--- config.mk ---
export PLATFORM = sky130hd
export DESIGN_NAME = alsu_cmd_arbiter
export DESIGN_NICKNAME = d
export VERILOG_FILES = /design/src/rtl/alsu_cmd_arbiter.sv
export SDC_FILE = /design/constraint.sdc
export NUM_CORES = 1
export LEC_CHECK = 0
export BUFFER_PORTS_ARGS = -buffer_cell sky130_fd_sc_hd__buf_2
export CELL_PAD_IN_SITES_DETAIL_PLACEMENT = 1
export CELL_PAD_IN_SITES_GLOBAL_PLACEMENT = 1
export CORE_AREA = 2 2 63 88
export DETAILED_ROUTE_END_ITERATION = 10
export DIE_AREA = 0 0 65 90
export HOLD_SLACK_MARGIN = 0.1
export PLACE_DENSITY_LB_ADDON = 0.1
export SLEW_MARGIN = 10
export SYNTH_ARGS = -nofsm -noshare
export SYNTH_HDL_FRONTEND = slang
export SYNTH_SLANG_ARGS = --single-unit
--- constraint.sdc ---
create_clock -name clk -period 1.85 [get_ports clk]
set_clock_uncertainty 0.1 [all_clocks]
set_input_delay 0.2775 -clock clk [delete_from_list [all_inputs] [get_ports clk]]
set_output_delay 0.2775 -clock clk [all_outputs]
set_load 0.02 [all_outputs]
--- src/rtl/alsu_cmd_arbiter.sv ---
`timescale 1ns/1ps
`default_nettype none
// ============================================================================
//  Module   : alsu_cmd_arbiter
//  Purpose  : Two-requester command front-end for the shared 3-bit ALSU.
//             Arbitrates (round-robin or fixed priority), rejects illegal
//             commands, holds ALSU inputs stable for the pipeline latency,
//             and returns the result over a valid/ready response port.
//  Options  : ALSU_ERR_CHECK_EN - when defined, a non-zero alsu_leds value at
//             the result sample edge sets rsp_err.
//  Revision : 1.0 - initial release
// ============================================================================
module alsu_cmd_arbiter #(
    parameter int    ALSU_LATENCY = 2,
    parameter string ARB_MODE     = "RR"
) (
    input  logic        clk,
    input  logic        rst,
    input  logic        req0_valid,
    input  logic        req1_valid,
    output logic        req0_ready,
    output logic        req1_ready,
    input  logic [13:0] req0_cmd,
    input  logic [13:0] req1_cmd,
    output logic        rsp_valid,
    input  logic        rsp_ready,
    output logic        rsp_id,
    output logic [5:0]  rsp_data,
    output logic        rsp_err,
    output logic        busy,
    output logic [2:0]  alsu_A,
    output logic [2:0]  alsu_B,
    output logic [2:0]  alsu_opcode,
    output logic        alsu_cin,
    output logic        alsu_serial_in,
    output logic        alsu_direction,
    output logic        alsu_red_op_A,
    output logic        alsu_red_op_B,
    output logic        alsu_bypass_A,
    output logic        alsu_bypass_B,
    input  logic [5:0]  alsu_out,
    input  logic [15:0] alsu_leds
);

    localparam int                 c_cnt_w = (ALSU_LATENCY < 1) ? 1 : $clog2(ALSU_LATENCY + 1);
    localparam logic [c_cnt_w-1:0] c_lat   = c_cnt_w'(ALSU_LATENCY);
    localparam bit                 c_fixed = (ARB_MODE == "FIXED");

    typedef enum logic [1:0] {
        ST_IDLE = 2'd0,
        ST_WAIT = 2'd1,
        ST_RESP = 2'd2
    } state_t;

    state_t             r_state;
    logic               r_last_grant;
    logic [c_cnt_w-1:0] r_cnt;

    logic [2:0]         r_alsu_A;
    logic [2:0]         r_alsu_B;
    logic [2:0]         r_alsu_opcode;
    logic               r_alsu_cin;
    logic               r_alsu_serial_in;
    logic               r_alsu_direction;
    logic               r_alsu_red_op_A;
    logic               r_alsu_red_op_B;

    logic               r_rsp_valid;
    logic               r_rsp_id;
    logic [5:0]         r_rsp_data;
    logic               r_rsp_err;

    logic               w_gnt_vld;
    logic               w_gnt_id;
    logic               w_accept;
    logic [13:0]        w_cmd;
    logic               w_illegal;
    logic               w_sample_err;
    logic               w_unused_leds;

    // Pick the winning requester and screen its command.
    always_comb begin
        w_gnt_vld = req0_valid | req1_valid;
        w_gnt_id  = 1'b0;
        if (req0_valid && req1_valid) begin
            // On contention, round-robin hands the grant to whoever did not win last.
            w_gnt_id = c_fixed ? 1'b0 : ~r_last_grant;
        end else if (req1_valid) begin
            w_gnt_id = 1'b1;
        end
        w_accept  = rst & (r_state == ST_IDLE) & w_gnt_vld;
        w_cmd     = w_gnt_id ? req1_cmd : req0_cmd;
        // Opcodes 6/7 are undefined; reduction only applies to AND/XOR.
        w_illegal = (w_cmd[13:11] >= 3'd6) |
                    ((w_cmd[1] | w_cmd[0]) & (w_cmd[13:11] >= 3'd2));
    end

`ifdef ALSU_ERR_CHECK_EN
    assign w_sample_err  = |alsu_leds;
    assign w_unused_leds = 1'b0;
`else
    assign w_sample_err  = 1'b0;
    assign w_unused_leds = ^alsu_leds;
`endif

    // Command FSM: accept/screen in IDLE, wait out the ALSU pipe, hold the response.
    always_ff @(posedge clk) begin
        if (!rst) begin
            r_state          <= ST_IDLE;
            r_last_grant     <= 1'b1;
            r_cnt            <= '0;
            r_alsu_A         <= '0;
            r_alsu_B         <= '0;
            r_alsu_opcode    <= '0;
            r_alsu_cin       <= 1'b0;
            r_alsu_serial_in <= 1'b0;
            r_alsu_direction <= 1'b0;
            r_alsu_red_op_A  <= 1'b0;
            r_alsu_red_op_B  <= 1'b0;
            r_rsp_valid      <= 1'b0;
            r_rsp_id         <= 1'b0;
            r_rsp_data       <= '0;
            r_rsp_err        <= 1'b0;
        end else begin
            case (r_state)
                ST_IDLE: begin
                    if (w_accept) begin
                        r_last_grant <= w_gnt_id;
                        r_rsp_id     <= w_gnt_id;
                        if (w_illegal) begin
                            // Rejected commands never reach the ALSU.
                            r_rsp_data  <= '0;
                            r_rsp_err   <= 1'b1;
                            r_rsp_valid <= 1'b1;
                            r_state     <= ST_RESP;
                        end else begin
                            r_alsu_opcode    <= w_cmd[13:11];
                            r_alsu_A         <= w_cmd[10:8];
                            r_alsu_B         <= w_cmd[7:5];
                            r_alsu_cin       <= w_cmd[4];
                            r_alsu_serial_in <= w_cmd[3];
                            r_alsu_direction <= w_cmd[2];
                            r_alsu_red_op_A  <= w_cmd[1];
                            r_alsu_red_op_B  <= w_cmd[0];
                            r_cnt            <= c_lat;
                            r_state          <= ST_WAIT;
                        end
                    end
                end
                ST_WAIT: begin
                    if (r_cnt == '0) begin
                        r_rsp_data  <= alsu_out;
                        r_rsp_err   <= w_sample_err;
                        r_rsp_valid <= 1'b1;
                        r_state     <= ST_RESP;
                    end else begin
                        r_cnt <= r_cnt - c_cnt_w'(1);
                    end
                end
                ST_RESP: begin
                    if (rsp_ready) begin
                        r_rsp_valid <= 1'b0;
                        r_state     <= ST_IDLE;
                    end
                end
                default: begin
                    r_state <= ST_IDLE;
                end
            endcase
        end
    end

    assign req0_ready     = w_accept & ~w_gnt_id;
    assign req1_ready     = w_accept &  w_gnt_id;
    assign busy           = (r_state != ST_IDLE);

    assign rsp_valid      = r_rsp_valid;
    assign rsp_id         = r_rsp_id;
    assign rsp_data       = r_rsp_data;
    assign rsp_err        = r_rsp_err;

    assign alsu_A         = r_alsu_A;
    assign alsu_B         = r_alsu_B;
    assign alsu_opcode    = r_alsu_opcode;
    assign alsu_cin       = r_alsu_cin;
    assign alsu_serial_in = r_alsu_serial_in;
    assign alsu_direction = r_alsu_direction;
    assign alsu_red_op_A  = r_alsu_red_op_A;
    assign alsu_red_op_B  = r_alsu_red_op_B;
    assign alsu_bypass_A  = 1'b0;
    assign alsu_bypass_B  = 1'b0;

endmodule
`default_nettype wire

==> summary.md <==
| Metric | Value |
|---|---|
| Status | `complete, no violations` |
| Synthesis warning total | `0` |
| Post-place setup slack | `0.868 ps` |
| Routed len/inst | `14.6 um` |
| CTS Sinks | `28` |
| Period utilization | `93.9%` |
| Most frequent cell after synthesis | `dfxtp_1` |
| Fin area | `2020 um^2` |
| Hold Path End | `rsp_data[5]` |
| Seq pwr share | `42.3%` |
| Worst r2r src | `r_cnt[0]` |
| Synth top area cells | `dfxtp_1, mux2i_1, nand2_1` |
| Post-layout worst setup margin | `113 ps` |
| Sw Share | `30.5%` |
| Crit path arrival time | `1360 ps` |
| Root Driver | `clkbuf_8` |
| Setup TNS | `0 ps` |
| DRC | `0` |
| Total track usage | `15.6%` |
| Most frequent cells after synthesis | `dfxtp_1, nand2_1, mux2i_1, o21ai_0` |
| Fin crit period | `1740 ps` |
| Crit-path max FO | `4` |
| Post-CTS Setup Bufs | `0` |
| CP Capture Type | `primary output` |
| Clk Latency, worst-skew pair | `280 ps` |
| Initial antenna violation count | `0` |
| Clock power frac | `29.9%` |
| Fill cells | `633` |
| Max Freq | `576 MHz` |
| Post-synth top area share | `37.1%` |
| CP delay by family, top | `buffers and inverters` |
| DIE HEIGHT | `90 um` |
| Syn-to-layout area delta | `33.6%` |
| Worst hold stages | `3` |
| Final setup viols | `0` |
| Pwr per Cell Area | `819 nW/um^2` |
| Worst path slowest cell | `dfxtp_1` |
| Reg2Reg Depth | `5` |
| Avg Cell Area, Syn | `9.16 um^2` |
| CP bufs+invs | `3` |
| Post-synth EDFFs | `0` |
| Leakage power | `0.000979 uW` |
| Reg2Reg Capture Point | `r_cnt[1]` |
| Initial DRC count | `26` |
| Vias in the first global route | `1640` |
| Htree depth | `1` |
| Ant. Diodes | `0` |
| Asr flop ratio synth | `0%` |
| Unrepaired setup endpoints after global routing | `false` |
| Gp weighted congestion | `0.740` |
| Ports | `83` |
| First-pass GRT wire length | `7.39 mm` |
| Via Count | `1485` |
| Critical path's largest stage delay | `350 ps` |
| Full die area | `5850 um^2` |
| R2R Setup Slk | `150 ps` |
| Pint | `1150 uW` |
| Placed instance area | `1930 um^2` |
| Worst Hold Class | `in2reg` |
| Total power | `1650 uW` |
| CTS tree | `built` |
| DR pass1 iterations | `4` |
| Core Area | `5080 um^2` |
| Row Count | `31` |
| Placed cell count | `293` |
| Total Wirelength | `4.33 mm` |
| Hold Violations, Final | `0` |
| #FFs+latches synth | `28` |
| Final antenna-violating net count | `0` |
| Max Cap Violations | `0` |
| Setup crit start kind | `flop` |
| Min-delay src | `alsu_out[5]` |
| Die span in x | `65 um` |
| Crit Path Category | `reg2out` |
| Peak VDD IR | `0.285 mV` |
| Layout cells sized above 1 | `39.0%` |
| Post-Syn Instances | `165` |
| Finished Layout Cells | `297` |
| CP Cell Sequence | `a21boi_4 -> buf_4 -> nand3_1 -> inv_1 -> buf_2` |
| Yosys cell types | `41` |
| Critical Path RT | `1470 ps` |
| Final HPWL DP | `3.46 mm` |
| Leading area contributor after synthesis | `dfxtp_1` |
| Port Buffers | `64` |
| Initial core utilization | `29.7%` |
| Slew Limit Fails | `0` |
| Mapped cell area | `1510 um^2` |
| Gr ovfl total | `0` |
| Drt via density | `5.00` |
| CTS max path bufs | `2` |
| Ys flop type | `dfxtp_1` |
| Largest net degree at the start of global routing | `17` |
| TritonCTS buffer count | `3` |
| Clock Pin Slew Worst Setup and Hold Paths | `110 ps` |
| Nets@finish | `288` |
| Comb power frac | `27.8%` |
| Register area share after synthesis | `37.1%` |
| Net load switching power | `505 uW` |
## layout by cell type, fill, tap and decap left out, drive strengths merged
cell type	instances
a2111oi	2
a211o	1
a211oi	3
a21boi	1
a21o	2
a21oi	6
a22oi	1
a311o	1
a31oi	6
and3	1
buf	74
bufinv	1
clkbuf	3
clkinv	1
conb	2
dfxtp	28
ha	1
inv	5
mux2	1
mux2i	26
nand2	27
nand2b	1
nand3	4
nand4	2
nand4b	6
nor2	3
nor2b	2
nor3	3
nor4bb	1
o211ai	2
o21a	2
o21ai	7
o21ba	1
o31a	1
or2	2
or3	1
## routing by layer
| metal | wire length (um) | global-route usage [%] | vias up |
|---|---|---|---|
| met3 | 199 | 1.63 | 4 |
| met4 | 42 | 4.26 | 0 |
| met1 | 1660 | 16.7 | 715 |
| met5 | 0 | 0 | - |
| li1 | - | - | 723 |
| met2 | 2430 | 31.0 | 43 |
## registers in the layout, indices dropped and copies added (netlist names)
register        flops
r_state             2
r_cnt               2
rsp_id              1
alsu_B              3
alsu_A              3
alsu_opcode         3
alsu_red_op_B       1
alsu_direction      1
rsp_data            6
alsu_red_op_A       1
rsp_valid           1
alsu_serial_in      1
r_last_grant        1
alsu_cin            1
rsp_err             1
## cell type report
type	instances	area [um^2]	share of cell area, %
clock inverters	1	30.0	1.49
multi-input cells	119	873	43.2
inverters	6	22.5	1.12
flip-flops and latches	28	562	27.8
well taps	66	82.6	4.09
clock buffers	3	41.3	2.04
repair buffers	74	408	20.2
## timing repair
action / in CTS / in global routing
hold buffers: 0 / 0
endpoints found under the setup margin: 0 / 2
gates resized for setup: 0 / 3
## power by group through the flow
stage / Sequential (uW) / Clock, uW / Combinational, uW
floorplan: 761 / 0 / 241
global placement: 709 / 0 / 449
detailed placement: 713 / 0 / 464
CTS: 699 / 514 / 466
global route: 710 / 545 / 503
finish: 700 / 495 / 459
## kinds of logic (layout without fill, tap and decap cells)
kind of cell | after synthesis | count (layout) | synth area share (%)
AND/OR/NAND/NOR | 53 | 53 | 19.5
AO/OA/AOI/OAI | 36 | 36 | 17.9
flip-flops | 28 | 28 | 37.1
multiplexers | 27 | 27 | 18.0
buffers and inverters | 19 | 84 | 6.54
adder cells (fa/ha/maj) | 1 | 1 | 0.828
other | 1 | 2 | 0.248
## through the flow
step	hold slack [ps]	utilization, %
after global placement	344	38.0
final	143	39.7
after CTS	143	39.4
after floorplan	337	-
after global routing	148	39.7
after detailed placement	354	38.0
## tightest hold or removal path: stages
cell,delay [ps]
buf_2,90
nand2_1,50
a31oi_1,70
## worst max-delay path by stage
stage	to	from	cells after the start
detailed placement	alsu_serial_in	req1_cmd[13]	5
finish	req1_ready	r_last_grant	5
CTS	req1_ready	r_last_grant	5
floorplan	req1_ready	req1_valid	5
global placement	alsu_opcode[1]	req1_cmd[13]	5
global route	req1_ready	r_last_grant	5
No activity file was read; power rests on OpenSTA's default activity.
